### config.mk
export PLATFORM = sky130hd
export DESIGN_NAME = vga_sync_rx
export DESIGN_NICKNAME = d
export VERILOG_FILES = /design/src/rtl/vga_sync_rx.sv
export SDC_FILE = /design/constraint.sdc
export NUM_CORES = 1
export LEC_CHECK = 0
export BUFFER_PORTS_ARGS = -buffer_cell sky130_fd_sc_hd__buf_4
export CORE_MARGIN = 4
export CORE_UTILIZATION = 45
export DETAILED_ROUTE_END_ITERATION = 10
export HOLD_SLACK_MARGIN = 0.12
export MAX_ROUTING_LAYER = met4
export PLACE_DENSITY = 0.67
export SYNTH_ARGS = -nofsm -noshare
export SYNTH_HDL_FRONTEND = slang
export SYNTH_SLANG_ARGS = --single-unit
### constraint.sdc
create_clock -name CLK -period 3.7 [get_ports CLK]
set_clock_uncertainty 0.15 [all_clocks]
set_input_delay 0.37 -clock CLK [delete_from_list [all_inputs] [get_ports CLK]]
set_output_delay 0.37 -clock CLK [all_outputs]
set_load 0.1 [all_outputs]
### src/rtl/vga_sync_rx.sv
// -----------------------------------------------------------------------------
// vga_sync_rx
//
// Receive-side companion to a VGA sync generator. Samples the active-low
// H_SYNC / V_SYNC pair in the pixel-clock domain. From them it recovers the
// pixel column, the line and the active-video flag. It also checks line and
// frame timing against the nominal parameters, and declares lock after
// LOCK_FRAMES consecutive clean frames.
//
// Line timing, as seen from the H_SYNC falling edge (pos = 0):
//   pos 0 .. B-1           sync low
//   pos B .. B+C-1         back porch
//   pos HSKIP .. +D-1      active pixels (oCurrent_X = 0 .. D-1)
//   remaining A clocks     front porch
// Frame timing follows the same pattern in lines, starting at the V_SYNC
// falling edge (vline = 0).
//
// Ports
//   CLK          in   pixel clock, single clock domain
//   SYNC_RST_N   in   synchronous active-low reset
//   H_SYNC       in   horizontal sync, active low, synchronous to CLK
//   V_SYNC       in   vertical sync, active low, synchronous to CLK
//   oCurrent_X   out  recovered pixel column (11 bits)
//   oCurrent_Y   out  recovered line (11 bits)
//   oACTIVE      out  inside the active area
//   oLOCKED      out  timing locked
//   oERR         out  one-cycle pulse on any timing violation
//   oH_TOTAL     out  last measured line length in clocks (11 bits)
//   oV_TOTAL     out  last measured frame length in lines (11 bits)
//
// Build option
//   VGA_SYNC_RX_MEAS_EN  when defined, oH_TOTAL / oV_TOTAL capture the
//                        measured line / frame length. When undefined they
//                        are tied to 0 and no capture registers are built.
//                        Lock and checking behaviour is the same either way.
//
// All outputs are registered. X/Y/ACTIVE reflect the sync sample taken on the
// previous clock.
// -----------------------------------------------------------------------------
`default_nettype none

module vga_sync_rx #(
    parameter int A_TIME_H    = 24,
    parameter int B_TIME_H    = 95,
    parameter int C_TIME_H    = 48,
    parameter int D_TIME_H    = 640,
    parameter int A_TIME_V    = 10,
    parameter int B_TIME_V    = 2,
    parameter int C_TIME_V    = 33,
    parameter int D_TIME_V    = 480,
    parameter int LOCK_FRAMES = 2
) (
    input  logic        CLK,
    input  logic        SYNC_RST_N,
    input  logic        H_SYNC,
    input  logic        V_SYNC,
    output logic [10:0] oCurrent_X,
    output logic [10:0] oCurrent_Y,
    output logic        oACTIVE,
    output logic        oLOCKED,
    output logic        oERR,
    output logic [10:0] oH_TOTAL,
    output logic [10:0] oV_TOTAL
);

    // -------------------------------------------------------------------------
    // Derived timing constants
    // -------------------------------------------------------------------------
    localparam int TOTAL_TIME_H = A_TIME_H + B_TIME_H + C_TIME_H + D_TIME_H;
    localparam int TOTAL_TIME_V = A_TIME_V + B_TIME_V + C_TIME_V + D_TIME_V;
    localparam int HSKIP        = B_TIME_H + C_TIME_H;
    localparam int VSKIP        = B_TIME_V + C_TIME_V;
    localparam int GOOD_W       = $clog2(LOCK_FRAMES + 1);

    localparam logic [10:0] CNT_MAX     = 11'h7FF;
    localparam logic [10:0] H_TOTAL_C   = 11'(TOTAL_TIME_H);
    localparam logic [10:0] H_SYNC_W    = 11'(B_TIME_H);
    localparam logic [10:0] H_TIMEOUT   = 11'(2 * TOTAL_TIME_H);
    localparam logic [10:0] V_LAST_C    = 11'(TOTAL_TIME_V - 1);
    localparam logic [10:0] H_SKIP_C    = 11'(HSKIP);
    localparam logic [10:0] H_ACT_LAST  = 11'(HSKIP + D_TIME_H - 1);
    localparam logic [10:0] V_SKIP_C    = 11'(VSKIP);
    localparam logic [10:0] V_ACT_LAST  = 11'(VSKIP + D_TIME_V - 1);
    localparam logic [GOOD_W-1:0] GOOD_TARGET = GOOD_W'(LOCK_FRAMES);

    typedef enum logic [1:0] {
        ST_SEARCH = 2'd0,
        ST_TRACK  = 2'd1,
        ST_LOCKED = 2'd2
    } state_t;

    // -------------------------------------------------------------------------
    // State
    // -------------------------------------------------------------------------
    logic              h_prev;     // H_SYNC delayed one clock
    logic              v_prev;     // V_SYNC as sampled at the previous hfall
    logic [10:0]       hcnt;       // clocks since the last hfall
    logic [10:0]       vline;      // lines since the last vfall
    logic              h_seen;     // at least one hfall since reset
    state_t            state;
    state_t            state_next;
    logic [GOOD_W-1:0] good_cnt;
    logic [GOOD_W-1:0] good_next;

    // -------------------------------------------------------------------------
    // Edge detection and position
    // -------------------------------------------------------------------------
    logic        hfall;
    logic        hrise;
    logic        vfall;
    logic [10:0] pos;
    logic [10:0] hcnt_inc;
    logic [10:0] vline_inc;

    assign hfall = h_prev & ~H_SYNC;
    assign hrise = ~h_prev & H_SYNC;
    // V_SYNC only matters at line starts, so a frame begins on the first line
    // whose hfall sees V_SYNC low after a line that saw it high.
    assign vfall = hfall & v_prev & ~V_SYNC;
    assign pos   = hfall ? 11'd0 : hcnt;

    assign hcnt_inc  = (hcnt == CNT_MAX) ? CNT_MAX : hcnt + 11'd1;
    assign vline_inc = (vline == CNT_MAX) ? CNT_MAX : vline + 11'd1;

    // -------------------------------------------------------------------------
    // Timing checks
    // -------------------------------------------------------------------------
    logic err_hlen;
    logic err_hsync;
    logic err_frame;
    logic timeout;
    logic tracking;
    logic violation;

    // hcnt holds the clocks since the previous hfall, so at the next hfall it
    // equals the full line length.
    assign err_hlen  = hfall & h_seen & (hcnt != H_TOTAL_C);
    assign err_hsync = hrise & h_seen & (pos != H_SYNC_W);
    // Only evaluated outside SEARCH, where the vfall that left SEARCH has
    // already opened the frame being measured.
    assign err_frame = vfall & (vline != V_LAST_C);
    // hcnt passes this value only once before saturating, so a lost H_SYNC
    // raises a single violation rather than one per clock.
    assign timeout   = ~hfall & (hcnt == H_TIMEOUT);
    assign tracking  = (state != ST_SEARCH);
    assign violation = tracking & (err_hlen | err_hsync | err_frame | timeout);

    // -------------------------------------------------------------------------
    // Lock FSM: next-state logic
    // -------------------------------------------------------------------------
    logic [GOOD_W-1:0] good_inc;
    assign good_inc = good_cnt + GOOD_W'(1);

    // NOTE: every output of this block gets a default first, so no path can leave it unassigned and infer a latch.
    always_comb begin
        state_next = state;
        good_next  = good_cnt;
        case (state)
            ST_SEARCH: begin
                // A timeout keeps the FSM here; it can never coincide with a
                // vfall, but the guard keeps the intent explicit.
                if (vfall && !timeout) begin
                    state_next = ST_TRACK;
                    good_next  = '0;
                end
            end
            ST_TRACK: begin
                // A violation on the closing vfall wins: that frame is lost.
                if (violation) begin
                    state_next = ST_SEARCH;
                    good_next  = '0;
                end else if (vfall) begin
                    good_next = good_inc;
                    if (good_inc == GOOD_TARGET) begin
                        state_next = ST_LOCKED;
                    end
                end
            end
            ST_LOCKED: begin
                if (violation) begin
                    state_next = ST_SEARCH;
                    good_next  = '0;
                end
            end
            default: begin
                state_next = ST_SEARCH;
                good_next  = '0;
            end
        endcase
    end

    // -------------------------------------------------------------------------
    // Sync sampling and counters
    // -------------------------------------------------------------------------
    // NOTE: state is updated with non-blocking assignments so every register samples pre-edge values.
    always_ff @(posedge CLK) begin
        if (!SYNC_RST_N) begin
            h_prev <= 1'b1;
            v_prev <= 1'b1;
            hcnt   <= '0;
            vline  <= '0;
            h_seen <= 1'b0;
        end else begin
            h_prev <= H_SYNC;
            if (hfall) begin
                v_prev <= V_SYNC;
                h_seen <= 1'b1;
            end
            hcnt <= hfall ? 11'd1 : hcnt_inc;
            if (vfall) begin
                vline <= '0;
            end else if (hfall) begin
                vline <= vline_inc;
            end
        end
    end

    // -------------------------------------------------------------------------
    // Lock FSM: state register
    // -------------------------------------------------------------------------
    always_ff @(posedge CLK) begin
        if (!SYNC_RST_N) begin
            state    <= ST_SEARCH;
            good_cnt <= '0;
        end else begin
            state    <= state_next;
            good_cnt <= good_next;
        end
    end

    // -------------------------------------------------------------------------
    // Registered outputs
    // -------------------------------------------------------------------------
    logic h_act;
    logic v_act;

    assign h_act = (pos >= H_SKIP_C) && (pos <= H_ACT_LAST);
    assign v_act = (vline >= V_SKIP_C) && (vline <= V_ACT_LAST);

    always_ff @(posedge CLK) begin
        if (!SYNC_RST_N) begin
            oCurrent_X <= '0;
            oCurrent_Y <= '0;
            oACTIVE    <= 1'b0;
            oERR       <= 1'b0;
            oLOCKED    <= 1'b0;
        end else begin
            oCurrent_X <= (pos >= H_SKIP_C) ? pos - H_SKIP_C : 11'd0;
            oCurrent_Y <= (vline >= V_SKIP_C) ? vline - V_SKIP_C : 11'd0;
            oACTIVE    <= h_act & v_act;
            oERR       <= violation;
            // Driven from the next state so lock shows the clock after the
            // qualifying vfall and drops the clock after a violation.
            oLOCKED    <= (state_next == ST_LOCKED);
        end
    end

    // -------------------------------------------------------------------------
    // Optional line / frame length measurement
    // -------------------------------------------------------------------------
`ifdef VGA_SYNC_RX_MEAS_EN
    logic v_seen;  // at least one vfall since reset

    always_ff @(posedge CLK) begin
        if (!SYNC_RST_N) begin
            v_seen   <= 1'b0;
            oH_TOTAL <= '0;
            oV_TOTAL <= '0;
        end else begin
            // The first edge after reset has no complete interval behind it.
            if (hfall && h_seen) begin
                oH_TOTAL <= hcnt;
            end
            if (vfall) begin
                v_seen <= 1'b1;
                if (v_seen) begin
                    oV_TOTAL <= vline_inc;
                end
            end
        end
    end
`else
    assign oH_TOTAL = '0;
    assign oV_TOTAL = '0;
`endif

endmodule

`default_nettype wire

==> impl_results.md <==
- Largest net degree at the start of global routing: 20
- Placement-stage cell area: ~0.0029 mm^2
- Vias per std cell: 5.21
- HPWL Detailed: around 3900 um
- Final min period: 2.55 ns
- Worst path required time: 3.68 ns
- Initial antenna violation count: 0
- Sink Count: 54
- Main synth FF type: dfxtp_1
- Drt first pass iters: 4
- Reg2reg path depth: 5
- Clock transition at path regs: 0.09 ns
- CTS Hold Bufs: 1
- R2r setup slk: 1.15 ns
- Reg-to-Reg Start: hcnt[4]
- Yosys top cell by area: dfxtp_1
- Run status: finished, final reports clean
- GP Congestion: 0.888
- YS warnings: 0
- Most common library cell in the layout ignoring fill and taps: dfxtp_1
- Hold Worst Slack: 0.143 ns
- # setup viols final: 0
- Core Box Area: 0.00592 mm^2
- I/O Buffers: 28
- Ranking of synthesized cells by area: dfxtp_1 (39%), buf_4 (6.0%), nor2_1 (5.2%), xor2_1 (4.5%), a21oi_1 (4.2%)
- TNS Setup: 0 ns
- Pwr dens: 359 mW/mm^2
- Total CTS buffers: 5
- ANT nets after route: 0
- Htree depth: 2
- First-pass GRT wire length: approximately 9000 um
- Crit path DAT: 2.53 ns
- Unique cell type count in the Yosys netlist: 54
- Via count: about 2.2k
- Mapped Cells: 330
- Synth top area share: roughly 39%
- Final Hold Fails: 0
- Worst skew pair latency: 0.30 ns
- Syn Area/Cell: 8.33 um^2
- Max Cap Viol: 0
- Drt total wl: 5360 um
- HP Class: in2reg
- # resized after CTS: 0
- Die ar.: 0.00742 mm^2
- CTS tree: done
- CP Capture Type: flop
- Critical path startpoint: hcnt[4]
- Maximum vdd ir drop: between 0.2 and 0.25 mV
- Setup Buffers After CTS: 0
- Num rows: 28
- Hold_sp: H_SYNC
- Final nets: 358
- Die height: 86.2 um
- Crit start category: flop
- Diode count: 0
- Tot GR Track Use: 15.4%
- Hold Path Depth: 2
- # fillers: 560
- Fmax: between 0.3 and 0.4 GHz
- Layout area overhead: 8.83%
- Synthesized cell area: 0.00275 mm^2
- Detailed Route Iter0 Violations: 110
- Number of global-route vias before repair: between 1.5k and 2k
- Commonest cells after routing, fill and taps aside: dfxtp_1 (54), nor2_1 (38), buf_4 (30)
- Final Cycle Share: around 69%
- Slew Limit Fails: 0
- Die Width: 86.2 um
- CP Max Fanout: 15
- CTS Root Cell: clkbuf_8
- Final instance area: 0.00299 mm^2
- Maximum clock path buffer count: 2
- Layout cells sized above 1: a little over an eighth
- Starting Density: between 40% and 50%
- DR WL/cell: 12.8 um
- RSZ-0062 raised after global routing: no
- Asr flop ratio synth: 0%
- Static leakage: 1.23 nW
- CP Class: reg2reg
- Yosys reg bits: 54
- Grt ovf: 0
- Sequential fraction of the synthesis area: 39.3%
- Fin util: 50.5%
- Drc violations: 0
- I/O pin cnt: 51
- Relative slew margins: 31.5%
- EDFF count, synth: 0
- Worst slew pin tran: around 1.0 ns
[metal layers]
metal  part of all wire (%)  global-route usage, %  vias to the layer above
met1                     46                   20.1                     1002
met4                    1.1                   4.46                        0
met2                     48                   24.0                       52
met3                    5.6                   3.46                        6
met5                      0                      -                        -
li1                       -                      -                     1127
[where the power goes]
group / leakage, nW / internal (W) / switching (W) / total, W
Combinational: 0.751 / 0.0000231 / 0.000137 / 0.000160
Clock: 0.0431 / 0.000145 / 0.000171 / 0.000316
Sequential: 0.437 / 0.000588 / 0.00000909 / 0.000597
Total: 1.23 / 0.000756 / 0.000317 / 0.00107
[layout make-up]
cell class	instances	area, um^2	share of cell area (%)
Multi-Input combinational cell	246	1470	49.1
Tap cell	75	93.8	3.14
Timing Repair Buffer	31	235	7.86
Clock buffer	6	82.6	2.76
Sequential cell	54	1080	36.1
Inverter	8	30.0	1.00
[sequential cells by signal, summed over array words and instances (netlist names)]
| signal | flops |
|---|---|
| good_cnt | 2 |
| state | 2 |
| hcnt | 11 |
| oERR | 1 |
| oCurrent_X | 11 |
| h_prev | 1 |
| oLOCKED | 1 |
| vline | 11 |
| v_prev | 1 |
| oACTIVE | 1 |
| h_seen | 1 |
| oCurrent_Y | 11 |
[critical path, cell delays in order, from the launching register on]
cell and delay (ns):
dfxtp_1 0.45, or2_1 0.33, a211oi_1 0.36, o32ai_1 0.16, a31oi_1 0.79, a2111oi_0 0.14
[cell usage after synthesis (8+ instances only)]
master	count
a211oi_1	8
xnor2_1	10
buf_4	22
nand2_1	28
a21oi_1	23
ha_1	8
xor2_1	14
nand3_1	8
clkbuf_1	17
a31oi_1	10
dfxtp_1	54
nor3_1	17
nor2_1	38
[worst paths after layout]
path,end
min,h_prev
max,oCurrent_X[4]
max reg2reg,oCurrent_X[4]
min reg2reg,good_cnt[1]
[stage by stage]
step	power [W]	setup slack, ns	instances
6_report	0.00107	1.15	420
5_1_grt	0.00112	0.844	420
4_1_cts	0.00109	1.16	420
3_5_place_dp	0.000769	0.965	413
3_3_place_gp	0.000769	1.04	413
2_1_floorplan	0.000770	1.17	351
[kinds of logic (layout without fill, tap and decap cells)]
group	Yosys count	in the layout	synth area share [%]
mux	1	1	0.364
compound gates	57	57	13.7
xor+xnor	24	24	7.65
fa+ha+maj	8	8	3.64
other cells	1	22	0.136
flops	54	54	39.3
buf+inv	51	45	10.1
simple gates	134	134	25.1
(Power assumes the default switching activity.)
